**src/rtl/sram_mem_controller.sv**
```systemverilog
// MEM-stage controller that splits 32-bit loads/stores into two 16-bit accesses
// on an asynchronous SRAM, followed by a fixed number of wait states.
module sram_mem_controller #(
   parameter int BASE_ADDR   = 1024,
   parameter int WAIT_CYCLES = 2
) (
   input  logic        clk,
   input  logic        rst,
   input  logic        wr_en,
   input  logic        rd_en,
   input  logic [31:0] address,
   input  logic [31:0] write_data,
   output logic [31:0] read_data,
   output logic        ready,
   output logic [17:0] sram_addr,
   output logic [15:0] sram_dq_out,
   output logic        sram_dq_oe,
   input  logic [15:0] sram_dq_in,
   output logic        sram_we_n
);

   typedef enum logic [2:0] {
      S_IDLE = 3'd0,
      S_LO   = 3'd1,
      S_HI   = 3'd2,
      S_WAIT = 3'd3,
      S_DONE = 3'd4
   } state_t;

   localparam int            CW       = (WAIT_CYCLES > 1) ? $clog2(WAIT_CYCLES) : 1;
   localparam logic [CW-1:0] CNT_LOAD = CW'(WAIT_CYCLES - 1);

   state_t        state_r, state_next_s;
   logic [1:0]    cmd_r;              // [1] = write, [0] = read
   logic [16:0]   word_r;
   logic [31:0]   data_r;
   logic [CW-1:0] cnt_r, cnt_next_s;
   logic [15:0]   rd_lo_r, rd_hi_r;
   logic [31:0]   read_data_r;
   logic [17:0]   sram_addr_r, addr_next_s;
   logic [15:0]   dq_out_r, dq_out_next_s;
   logic          dq_oe_r, dq_oe_next_s;
   logic          we_n_r, we_n_next_s;
   logic [31:0]   offset_s;
   logic          req_s;
   logic          unused_offset_s;

   assign req_s           = wr_en | rd_en;
   assign offset_s        = address - 32'(BASE_ADDR);
   // Byte-lane bits and bits beyond the SRAM range are deliberately discarded.
   assign unused_offset_s = ^{offset_s[31:19], offset_s[1:0]};

   assign ready       = ~(req_s & (state_r != S_DONE));
   assign read_data   = read_data_r;
   assign sram_addr   = sram_addr_r;
   assign sram_dq_out = dq_out_r;
   assign sram_dq_oe  = dq_oe_r;
   assign sram_we_n   = we_n_r;

   // Next-state and next SRAM pin values; pins are registered so they align with the new state.
   always_comb begin
      state_next_s   = state_r;
      cnt_next_s     = cnt_r;
      addr_next_s    = sram_addr_r;
      dq_out_next_s  = 16'h0000;
      dq_oe_next_s   = 1'b0;
      we_n_next_s    = 1'b1;
      case (state_r)
         S_IDLE: begin
            if (req_s) begin
               state_next_s = S_LO;
               addr_next_s  = {offset_s[18:2], 1'b0};
               if (wr_en) begin
                  dq_out_next_s = write_data[15:0];
                  dq_oe_next_s  = 1'b1;
                  we_n_next_s   = 1'b0;
               end else begin
                  dq_out_next_s = 16'h0000;
                  dq_oe_next_s  = 1'b0;
                  we_n_next_s   = 1'b1;
               end
            end else begin
               state_next_s = S_IDLE;
            end
         end
         S_LO: begin
            state_next_s = S_HI;
            addr_next_s  = {word_r, 1'b1};
            if (cmd_r[1]) begin
               dq_out_next_s = data_r[31:16];
               dq_oe_next_s  = 1'b1;
               we_n_next_s   = 1'b0;
            end else begin
               dq_out_next_s = 16'h0000;
               dq_oe_next_s  = 1'b0;
               we_n_next_s   = 1'b1;
            end
         end
         S_HI: begin
            state_next_s = S_WAIT;
            cnt_next_s   = CNT_LOAD;
         end
         S_WAIT: begin
            if (cnt_r == '0) begin
               state_next_s = S_DONE;
            end else begin
               cnt_next_s = cnt_r - CW'(1);
            end
         end
         S_DONE: begin
            state_next_s = S_IDLE;
         end
         default: begin
            state_next_s = S_IDLE;
            cnt_next_s   = '0;
         end
      endcase
   end

   // State register.
   always_ff @(posedge clk) begin
      if (rst) begin
         state_r <= S_IDLE;
      end else begin
         state_r <= state_next_s;
      end
   end

   // Command/address latch, wait counter, read capture and registered SRAM pins.
   always_ff @(posedge clk) begin
      if (rst) begin
         cmd_r       <= 2'b00;
         word_r      <= 17'd0;
         data_r      <= 32'd0;
         cnt_r       <= '0;
         rd_lo_r     <= 16'h0000;
         rd_hi_r     <= 16'h0000;
         read_data_r <= 32'd0;
         sram_addr_r <= 18'd0;
         dq_out_r    <= 16'h0000;
         dq_oe_r     <= 1'b0;
         we_n_r      <= 1'b1;
      end else begin
         cnt_r       <= cnt_next_s;
         sram_addr_r <= addr_next_s;
         dq_out_r    <= dq_out_next_s;
         dq_oe_r     <= dq_oe_next_s;
         we_n_r      <= we_n_next_s;
         if ((state_r == S_IDLE) && req_s) begin
            cmd_r  <= {wr_en, rd_en & ~wr_en};
            word_r <= offset_s[18:2];
            data_r <= write_data;
         end
         if ((state_r == S_LO) && cmd_r[0]) begin
            rd_lo_r <= sram_dq_in;
         end
         if ((state_r == S_HI) && cmd_r[0]) begin
            rd_hi_r <= sram_dq_in;
         end
         if ((state_r == S_WAIT) && (state_next_s == S_DONE) && cmd_r[0]) begin
            read_data_r <= {rd_hi_r, rd_lo_r};
         end
      end
   end

endmodule

```
**config.mk**
```make
export PLATFORM = sky130hd
export DESIGN_NAME = sram_mem_controller
export DESIGN_NICKNAME = d
export VERILOG_FILES = /design/src/rtl/sram_mem_controller.sv
export SDC_FILE = /design/constraint.sdc
export NUM_CORES = 1
export LEC_CHECK = 0
export ABC_AREA = 1
export CORE_MARGIN = 1.5
export CORE_UTILIZATION = 47
export DETAILED_ROUTE_END_ITERATION = 10
export PLACE_DENSITY = 0.88
export RECOVER_POWER = 100
export SLEW_MARGIN = 5
export SYNTH_ARGS = -nofsm -noshare
export SYNTH_HDL_FRONTEND = slang
export SYNTH_SLANG_ARGS = --single-unit
export TNS_END_PERCENT = 10
```
**constraint.sdc**
```tcl
create_clock -name clk -period 1.5 [get_ports clk]
set_input_delay 0.15 -clock clk [delete_from_list [all_inputs] [get_ports clk]]
set_output_delay 0.15 -clock clk [all_outputs]
set_load 0.005 [all_outputs]
```
==> reports/qor.yml, run 1 <==
hold_start: "rst"
period_share: 0.976
yosysTopAreaCellShare: 0.523
avgSynthCellArea_um2: 7.89
antenna_found_initial: 0
cp.arrival_ns: 1.31
nFillCells: 809
vias_per_cell: 5.20
synth_edf_count: 0
tightest_slew_ns: 0.338
fin_skew_ns: 0.00639
die_h_um: 109
hold_viol: 0
dp.cells: 939
path_class: "register to primary output"
synth_ff_type: "dfxtp_1"
holdWs_ns: 0.0745
seq_area_um2: 2790
fin_crit_ns: 1.46
fp.dieArea_um2: 12000
crit_chain: "clkdlybuf4s50_1"
grtUsageMet1: 0.282
cts_sinks: 139
synth_cell_types: 27
final_common_cell: "dfxtp_1"
root_buffer: "clkbuf_16"
die_w_um: 109
cts_buffers: 17
max_freq_ghz: 0.683
multi_input_area_um2: 2100
grt_start_max_net_pins: 55
holdBufCountCts: 0
grt-ovfl-total: 0
hold_path.class: "input port to register"
drv_cap: 0
synth_area_leader_cell: "dfxtp_1"
clk_latency_ns: 0.42
drtIter0Drc: 329
area_growth_pct: 42.5
syn_inst: 675
hpwl_um: 8750
outcome: "complete, no violations"
io_buffers: 137
cp_slowest_cell: "clkdlybuf4s50_1"
drt-total-wl_um: 14300
slew_headroom: 0.775
clk_pin_slew_worst_paths_ns: 0.06
grt_pass1_wl_um: 22300
crit_family: "buffers and inverters"
ios: 153
power.leakage_nw: 3.06
endpoint_kind: "primary output"
start_kind: "register"
grt_util_met2: 0.416
use_met3: 0.0711
drive_gt1_frac: 0.127
cp-startpoint: "sram_addr[14]$_SDFFE_PP0P_"
n_antenna_cell: 0
num_vias: 5070
synth_nets: 760
grt_pass1_vias: 4796
slowest_delay_ns: 0.56
initial_core_util: 0.487
rows: 38
ys_seq_elements: 139
tritoncts: "built"
power_density_nw_per_um2: 1350
layout_common_cells: "136 x dfxtp_1, 124 x clkdlybuf4s50_1, 120 x nand2_1"
drc: 0
rsz0062_at_grt: "no"
final_max_slew_viol_count: 0
irDropWorstVdd_mv: 1.05
synth_area_leaders: "dfxtp_1 52%, nand2_1 8.3%, a21oi_1 8.0%, nor2_1 7.3%, nand3_1 4.3%"
critPathBufInv: 1
wl_per_cell_um: 14.6
synth_area_um2: 5320
synthArstFlopShare: 0
yosysSeqAreaShare: 0.523
r2r-start: "state_r[0]$_SDFF_PP0_"
nets: 907
core_um2: 10900
busiest_layer: "met2"
critPathRequiredTime_ns: 1.35
htree_levels: 4
finalNonFillerCells: 975
ant_nets: 0
worstPathMaxFanout: 2
place_congestion: 0.800
setup_viol_count_final: 0
cts_buffer_depth: 2
grt_use_total: 0.240
dr.pass1.iters: 7
ys_warn_count: 0
utilization: 0.694
## synth_stat cells, types with 2 or more instances
cell type / count
inv_1: 36
nor2_4: 4
clkbuf_1: 17
buf_6: 4
dfxtp_1: 139
buf_4: 4
nand3_1: 46
o21ai_0: 37
inv_2: 14
a21oi_1: 85
nand2_1: 118
a22oi_1: 16
nor2_2: 5
o21a_1: 2
nor2_1: 104
a21oi_2: 11
nand2_2: 10
buf_2: 14
## repair_timing
action,4_1_cts,5_1_grt
gates resized for setup,4,14
gates cloned,0,1
buffers inserted,1,2
endpoints found under the setup margin,2,46
pin swaps,1,5
## registers in the layout (all words and copies together), names as in the netlist, 2 cells and up
signal / count
cmd_r: 2
data_r: 16
rd_hi_r: 16
rd_lo_r: 16
read_data: 32
sram_addr: 18
sram_dq_out: 16
state_r: 3
word_r: 17
## worst paths after layout
path | end | slack (ns) | cells past startpoint
hold reg to reg | sram_addr[0]$_SDFFE_PP0P_ | 0.46 | 2
setup / recovery | sram_addr[14] | 0.04 | 1
setup reg to reg | data_r[26]$_SDFFE_PP0N_ | 0.10 | 7
hold / removal | read_data[4]$_SDFFE_PP0P_ | 0.07 | 2
## layout make-up
type | count | area share
clock buffers | 19 | 0.0584
clock inverters | 13 | 0.0261
inverters | 50 | 0.0247
repair buffers | 169 | 0.223
well taps | 140 | 0.0231
flip-flops and latches | 139 | 0.368
multi-input cells | 445 | 0.277
## per-stage QoR
stage               cell area (µm²)  total power [mW]  TNS, ns  setup slack (ns)
CTS                            7580              10.3        0            0.0246
global placement               6940              5.73    -2.17            -0.103
detailed placement             6940              5.78    -5.89            -0.173
finish                         7580              10.3        0            0.0365
floorplan                      5320              5.03        0             0.217
global route                   7580              10.6        0           0.00247
## power by group
group          internal (mW)  switching [mW]  total (mW)
Clock                   2.98            1.56        4.53
Sequential              3.95           0.150        4.10
Combinational          0.794           0.840        1.63
## kinds of logic (layout without fill, tap and decap cells)
group,Yosys count,after routing,synth area share
AOI/OAI and AO/OA,151,151,0.158
DFF,139,139,0.523
and+or+nand+nor,293,293,0.239
buffers and inverters,91,251,0.0780
adders and majority gates,1,1,0.00235
## layer usage
metal	part of all wire	up-vias	wire (µm)
li1	-	2481	-
met3	0.082	25	1170
met4	0.013	0	190
met5	0	-	0
met2	0.51	221	7210
met1	0.40	2343	5700
Power figures use the tool's default switching activity.
==> run 2: changes to the inputs <==
==> constraint.sdc (replaced) <==
create_clock -name clk -period 1.5 [get_ports clk]
set_input_delay 0.3 -clock clk [delete_from_list [all_inputs] [get_ports clk]]
set_output_delay 0.3 -clock clk [all_outputs]
set_load 0.005 [all_outputs]
==> reports/qor.yml, run 2 (synthesized netlist as in run 1, its figures left out) <==
drv_cap: 0  # unchanged
antenna_found_initial: 0  # unchanged
finalWorstSetupSlack_ns: 0.0906  # was 0.0365 ns
path_class: "register to register"  # was register to primary output
critPathRequiredTime_ns: 1.84  # was 1.35 ns
rsz0062_at_grt: "yes"  # was no
finalNonFillerCells: 975  # unchanged
ios: 153  # unchanged
r2r_end: "sram_addr[4]$_SDFFE_PP0P_"  # was data_r[26]$_SDFFE_PP0N_
seq_area_um2: 2790  # unchanged
period_share: 0.940  # was 0.976
clk_latency_ns: 0.42  # about the same
layout_common_cells: "136 x dfxtp_1, 117 x nand2_1, 102 x nor2_1"  # was 136 x dfxtp_1, 124 x clkdlybuf4s50_1, 120 x nand2_1
die_w_um: 109  # unchanged
dr.pass1.iters: 7  # unchanged
grt_pass1_wl_um: 22100  # was 22300 µm
crit_chain: "nor2_4 -> buf_4 -> nand3_2 -> buf_12 -> buf_12 -> nor2_1 -> a21oi_1 -> a21oi_2"  # was clkdlybuf4s50_1
cts_buffers: 17  # unchanged
grt_use_total: 0.235  # was 0.240
power_mw: 10.1  # was 10.3 mW
setup_viol_count_final: 0  # unchanged
start_kind: "register"  # unchanged
drt-total-wl_um: 13600  # was 14300 µm
n_antenna_cell: 0  # unchanged
hold_path.class: "input port to register"  # unchanged
use_met3: 0.0605  # was 0.0711
max_freq_ghz: 0.710  # was 0.683 GHz
cts_buffer_depth: 2  # unchanged
power_density_nw_per_um2: 1330  # was 1350 nW/µm²
cp_slowest_cell: "dfxtp_4"  # was clkdlybuf4s50_1
busiest_layer: "met2"  # unchanged
wl_per_cell_um: 13.9  # was 14.6 µm
cts_sinks: 139  # unchanged
final_max_slew_viol_count: 0  # unchanged
worstPathMaxFanout: 14  # was 2
hpwl_um: 8780  # was 8750 µm
cp.arrival_ns: 1.75  # was 1.31 ns
nFillCells: 838  # was 809
grt_start_max_net_pins: 104  # was 55
htree_levels: 4  # unchanged
hold_end: "cmd_r[0]$_SDFFE_PP0N_"  # was read_data[4]$_SDFFE_PP0P_
slew_headroom: 0.671  # was 0.775
num_vias: 4985  # was 5070
drc: 0  # unchanged
largest_reg_flops: 32  # unchanged
slowest_delay_ns: 0.36  # was 0.56 ns
drive_gt1_frac: 0.143  # was 0.127
pre_cts_slack_ns: -0.298  # was -0.173 ns
hold_viol: 0  # unchanged
ant_nets: 0  # unchanged
r2r-start: "state_r[1]$_SDFF_PP0_"  # was state_r[0]$_SDFF_PP0_
rr_worst_depth: 8  # was 7
grtUsageMet1: 0.275  # was 0.282
io_buffers: 137  # unchanged
initial_core_util: 0.487  # unchanged
nets: 907  # unchanged
die_h_um: 109  # unchanged
area_growth_pct: 41.5  # was 42.5%
outcome: "complete, no violations"  # unchanged
clk_pin_slew_worst_paths_ns: 0.06  # about the same
grt-ovfl-total: 0  # unchanged
vias_per_cell: 5.11  # was 5.20
final_common_cell: "dfxtp_1"  # unchanged
endpoint_kind: "register"  # was primary output
tightest_slew_ns: 0.493  # was 0.338 ns
rows: 38  # unchanged
hold_depth: 3  # was 2
core_um2: 10900  # unchanged
crit_top_cell: "buf_12"
grt_pass1_vias: 4873  # was 4796
tritoncts: "built"  # unchanged
multi_input_area_um2: 2130  # was 2100 µm²
hold_start: "rd_en"  # was rst
root_buffer: "clkbuf_16"  # unchanged
fp.dieArea_um2: 12000  # unchanged
drtIter0Drc: 285  # was 329
irDropWorstVdd_mv: 0.845  # was 1.05 mV
setup.reg_to_reg.worst_slack_ns: 0.09  # was 0.10 ns
power.leakage_nw: 3.32  # was 3.06 nW
grt_util_met2: 0.409  # was 0.416
fin_crit_ns: 1.41  # was 1.46 ns
holdBufCountCts: 0  # unchanged
place_congestion: 0.808  # was 0.800
fin_skew_ns: 0.0126  # was 0.00639 ns
dp.cells: 941  # was 939
run 2: changes by cell type in the layout (fill, tap and decap cells not counted), sizes merged:
cell and change:
clkinv -7, clkdlybuf4s15 -1, inv +3, dlygate4sd3 -10, dlymetal6s2s +1, clkbuf +1
bufinv -2, buf +1, clkdlybuf4s50 -58, clkinvlp +5, dlygate4sd2 +67
run 2: cell type report:
type	count	share of cell area
Clock buffer	20	0.0606
Sequential cell	139	0.370
Multi-Input combinational cell	445	0.282
Inverter	50	0.0249
Clock inverter	12	0.0216
Timing Repair Buffer	169	0.217
Tap cell	140	0.0233
run 2: report_power, final:
part / total [mW] / leakage, nW / switching, mW / internal (mW)
Sequential: 4.09 / 1.13 / 0.139 / 3.95
Clock: 4.33 / 0.285 / 1.61 / 2.72
Combinational: 1.63 / 1.90 / 0.857 / 0.776
Total: 10.1 / 3.32 / 2.61 / 7.44
run 2: worst max-delay path: cells and delay by family (launching register included):
family                 cells  cell delay, ns
flip-flops                 1            0.36
buffers and inverters      3            0.44
AO/OA/AOI/OAI              2            0.20
AND/OR/NAND/NOR            3            0.34
run 2: per-stage QoR:
step           area (µm²)   util  hold WS (ns)  TNS, ns
2_1_floorplan        5320      -         0.435        0
3_3_place_gp         6980  0.638         0.448   -12.37
3_5_place_dp         6980  0.638         0.452   -16.34
4_1_cts              7550  0.690         0.335  -0.0374
5_1_grt              7530  0.689         0.249  -0.0489
6_report             7530  0.689         0.239        0
run 2: what timing repair did:
action,CTS,global route
buffers inserted,2,0
endpoints found under the setup margin,69,12
resized for setup,85,10
pin swaps,1,1
run 2: per-layer routing:
layer	routed length, µm	up-vias
met2	6830	174
met1	5700	2302
met3	844	18
met5	0	-
li1	-	2491
met4	180	0
run 2: worst max-delay path by stage:
stage | startpoint | end | slack (ns) | cells past startpoint
after floorplan | cmd_r[0]$_SDFFE_PP0N_ | rd_lo_r[10]$_SDFFE_PP0P_ | 0.22 | 7
after global placement | rd_en | sram_addr[9]$_SDFFE_PP0P_ | -0.24 | 9
after detailed placement | wr_en | sram_dq_out[10]$_SDFF_PP0_ | -0.30 | 9
after CTS | wr_en | ready | -0.04 | 5
after global routing | state_r[1]$_SDFF_PP0_ | sram_dq_out[13]$_SDFF_PP0_ | -0.02 | 8
final | state_r[1]$_SDFF_PP0_ | sram_addr[4]$_SDFFE_PP0P_ | 0.09 | 8
==> run 3: changes to the inputs <==
--- a/config.mk
+++ b/config.mk
@@ -7,12 +7,13 @@
 export LEC_CHECK = 0
 export ABC_AREA = 1
 export CORE_MARGIN = 1.5
-export CORE_UTILIZATION = 47
+export CORE_UTILIZATION = 53
 export DETAILED_ROUTE_END_ITERATION = 10
-export PLACE_DENSITY = 0.88
+export DONT_BUFFER_PORTS = 1
+export PLACE_DENSITY = 0.77
 export RECOVER_POWER = 100
 export SLEW_MARGIN = 5
 export SYNTH_ARGS = -nofsm -noshare
 export SYNTH_HDL_FRONTEND = slang
 export SYNTH_SLANG_ARGS = --single-unit
-export TNS_END_PERCENT = 10
+export TNS_END_PERCENT = 20
==> reports/qor.yml, run 3 (synthesized netlist as in run 1, its figures left out) <==
num_vias: 4495  # was 4985
drv_cap: 0  # unchanged
io_buffers: 0  # was 137
cp.arrival_ns: 1.17  # was 1.75 ns
holdWs_ns: -0.130  # was 0.239 ns
drtIter0Drc: 178  # was 285
slew_headroom: 0.723  # was 0.671
setup_viol_count_final: 0  # unchanged
rsz0062_at_grt: "yes"  # unchanged
clk_latency_ns: 0.50  # was 0.42 ns
nFillCells: 824  # was 838
intPower_mw: 6.95  # was 7.44 mW
vias_per_cell: 5.38  # was 5.11
antenna_found_initial: 0  # unchanged
die_w_um: 103  # was 109 µm
grt-ovfl-total: 0  # unchanged
htree_levels: 4  # unchanged
slowest_delay_ns: 0.37  # was 0.36 ns
final_max_slew_viol_count: 0  # unchanged
rows: 36  # was 38
power_density_nw_per_um2: 1500  # was 1330 nW/µm²
tightest_slew_ns: 0.414  # was 0.493 ns
nets: 775  # was 907
largest_reg_flops: 32  # unchanged
seqPwrFrac: 0.442  # was 0.407
cts_sinks: 139  # unchanged
worstPathMaxFanout: 4  # was 14
cts_buffer_depth: 2  # unchanged
ios: 153  # unchanged
initial_core_util: 0.545  # was 0.487
core_um2: 9770  # was 10900 µm²
grt_use_total: 0.228  # was 0.235
fin_skew_ns: 0.00664  # was 0.0126 ns
outcome: "finished, violations left"  # was complete, no violations
final_common_cell: "dfxtp_1"  # unchanged
crit_chain: "nor2_4 -> nand2_2 -> nand2_2"  # was nor2_4 -> buf_4 -> nand3_2 -> buf_12 -> buf_12 -> nor2_1 -> a21oi_1 -> a21oi_2
critPathBufInv: 0  # was 3
switching_share: 0.256  # was 0.259
dr.pass1.iters: 5  # was 7
crit_top_cell: "nand2_2"  # was buf_12
cts_buffers: 17  # unchanged
drive_gt1_frac: 0.148  # was 0.143
layout_common_cells: "137 x dfxtp_1, 115 x nand2_1, 103 x nor2_1"  # was 136 x dfxtp_1, 117 x nand2_1, 102 x nor2_1
root_buffer: "clkbuf_8"  # was clkbuf_16
comb_power_share: 0.123  # was 0.162
crit_family: "flip-flops"  # was buffers and inverters
power.leakage_nw: 2.50  # was 3.32 nW
irDropWorstVdd_mv: 0.759  # was 0.845 mV
hold_path.class: "input port to register"  # unchanged
drc: 0  # unchanged
ant_nets: 0  # unchanged
tritoncts: "built"  # unchanged
max_freq_ghz: 0.682  # was 0.710 GHz
endpoint_kind: "primary output"  # was register
holdBufCountCts: 17  # was 0
die_h_um: 103  # was 109 µm
start_kind: "register"  # unchanged
grt_pass1_vias: 4148  # was 4873
hold_viol: 102  # was 0
drt-total-wl_um: 12500  # was 13600 µm
cp_slowest_cell: "dfxtp_4"  # unchanged
path_class: "register to primary output"  # was register to register
grt_pass1_wl_um: 19000  # was 22100 µm
wl_per_cell_um: 15.0  # was 13.9 µm
clk_pin_slew_worst_paths_ns: 0.06  # about the same
n_antenna_cell: 0  # unchanged
clockPowerShare: 0.435  # was 0.431
critPathRequiredTime_ns: 1.20  # was 1.84 ns
area_growth_pct: 17.3  # was 41.5%
fp.dieArea_um2: 10700  # was 12000 µm²
switchingPower_mw: 2.39  # was 2.61 mW
fin_setup_tns_ns: 0  # unchanged
violations: "negative hold slack"
grt_start_max_net_pins: 105  # was 104
fin_crit_ns: 1.47  # was 1.41 ns
place_congestion: 0.885  # was 0.808
hpwl_um: 7920  # was 8780 µm
period_share: 0.977  # was 0.940
## run 3: metrics by stage
stage / instances / instance area [µm²] / utilization / worst slack, ns / total power, mW
5_1_grt: 835 / 6240 / 0.639 / -0.0228 / 9.72
6_report: 835 / 6240 / 0.639 / 0.0348 / 9.34
4_1_cts: 830 / 6160 / 0.631 / -0.00702 / 9.33
3_3_place_gp: 782 / 5410 / 0.554 / 0.0862 / 5.17
2_1_floorplan: 675 / 5320 / - / 0.217 / 5.03
3_5_place_dp: 782 / 5410 / 0.554 / 0.00968 / 5.22
## run 3: layout make-up
type,count,area [µm²],share of cell area
Sequential cell,139,2790,0.447
Clock buffer,19,432,0.0692
Clock inverter,12,149,0.0239
Inverter,50,190,0.0305
Tap cell,133,166,0.0267
Timing Repair Buffer,37,370,0.0593
Multi-Input combinational cell,445,2150,0.344
## run 3: worst paths after layout
| check | startpoint | end | slack, ns | cells past startpoint |
|---|---|---|---|---|
| max | state_r[0]$_SDFF_PP0_ | ready | 0.03 | 3 |
| min | rst | sram_dq_out[0]$_SDFF_PP0_ | -0.13 | 1 |
| max reg2reg | state_r[1]$_SDFF_PP0_ | sram_dq_out[1]$_SDFF_PP0_ | 0.08 | 5 |
| min reg2reg | word_r[16]$_SDFFE_PP0N_ | word_r[16]$_SDFFE_PP0N_ | 0.46 | 2 |
## run 3: power groups by stage
| stage | combinational [mW] | sequential, mW | clock (mW) |
|---|---|---|---|
| after floorplan | 0.885 | 4.15 | 0 |
| final | 1.15 | 4.13 | 4.07 |
| after global routing | 1.27 | 4.16 | 4.29 |
| after CTS | 1.08 | 4.12 | 4.13 |
| after detailed placement | 1.03 | 4.20 | 0 |
| after global placement | 0.984 | 4.18 | 0 |
## run 3: worst reg2reg max path, cell delays in order (launching register included)
cell	delay, ns
dfxtp_2	0.35
inv_2	0.10
nand3_4	0.17
nor2_4	0.39
a22oi_1	0.16
nor2_1	0.17
## run 3: repair_timing
item                                   in CTS  in global routing
endpoints found under the hold margin     135                102
pin swaps                                   0                  3
setup endpoints to repair                   3                 67
resized for setup                           1                  9
cloned                                      0                  0
buffers inserted                            0                  5
## run 3: layer usage
metal / share of wire / wire length, µm / global-route usage
met3: 0.071 / 887 / 0.0632
met4: 0.0079 / 99 / 0.0728
met1: 0.40 / 4970 / 0.255
met2: 0.52 / 6570 / 0.420
met5: 0 / 0 / 0
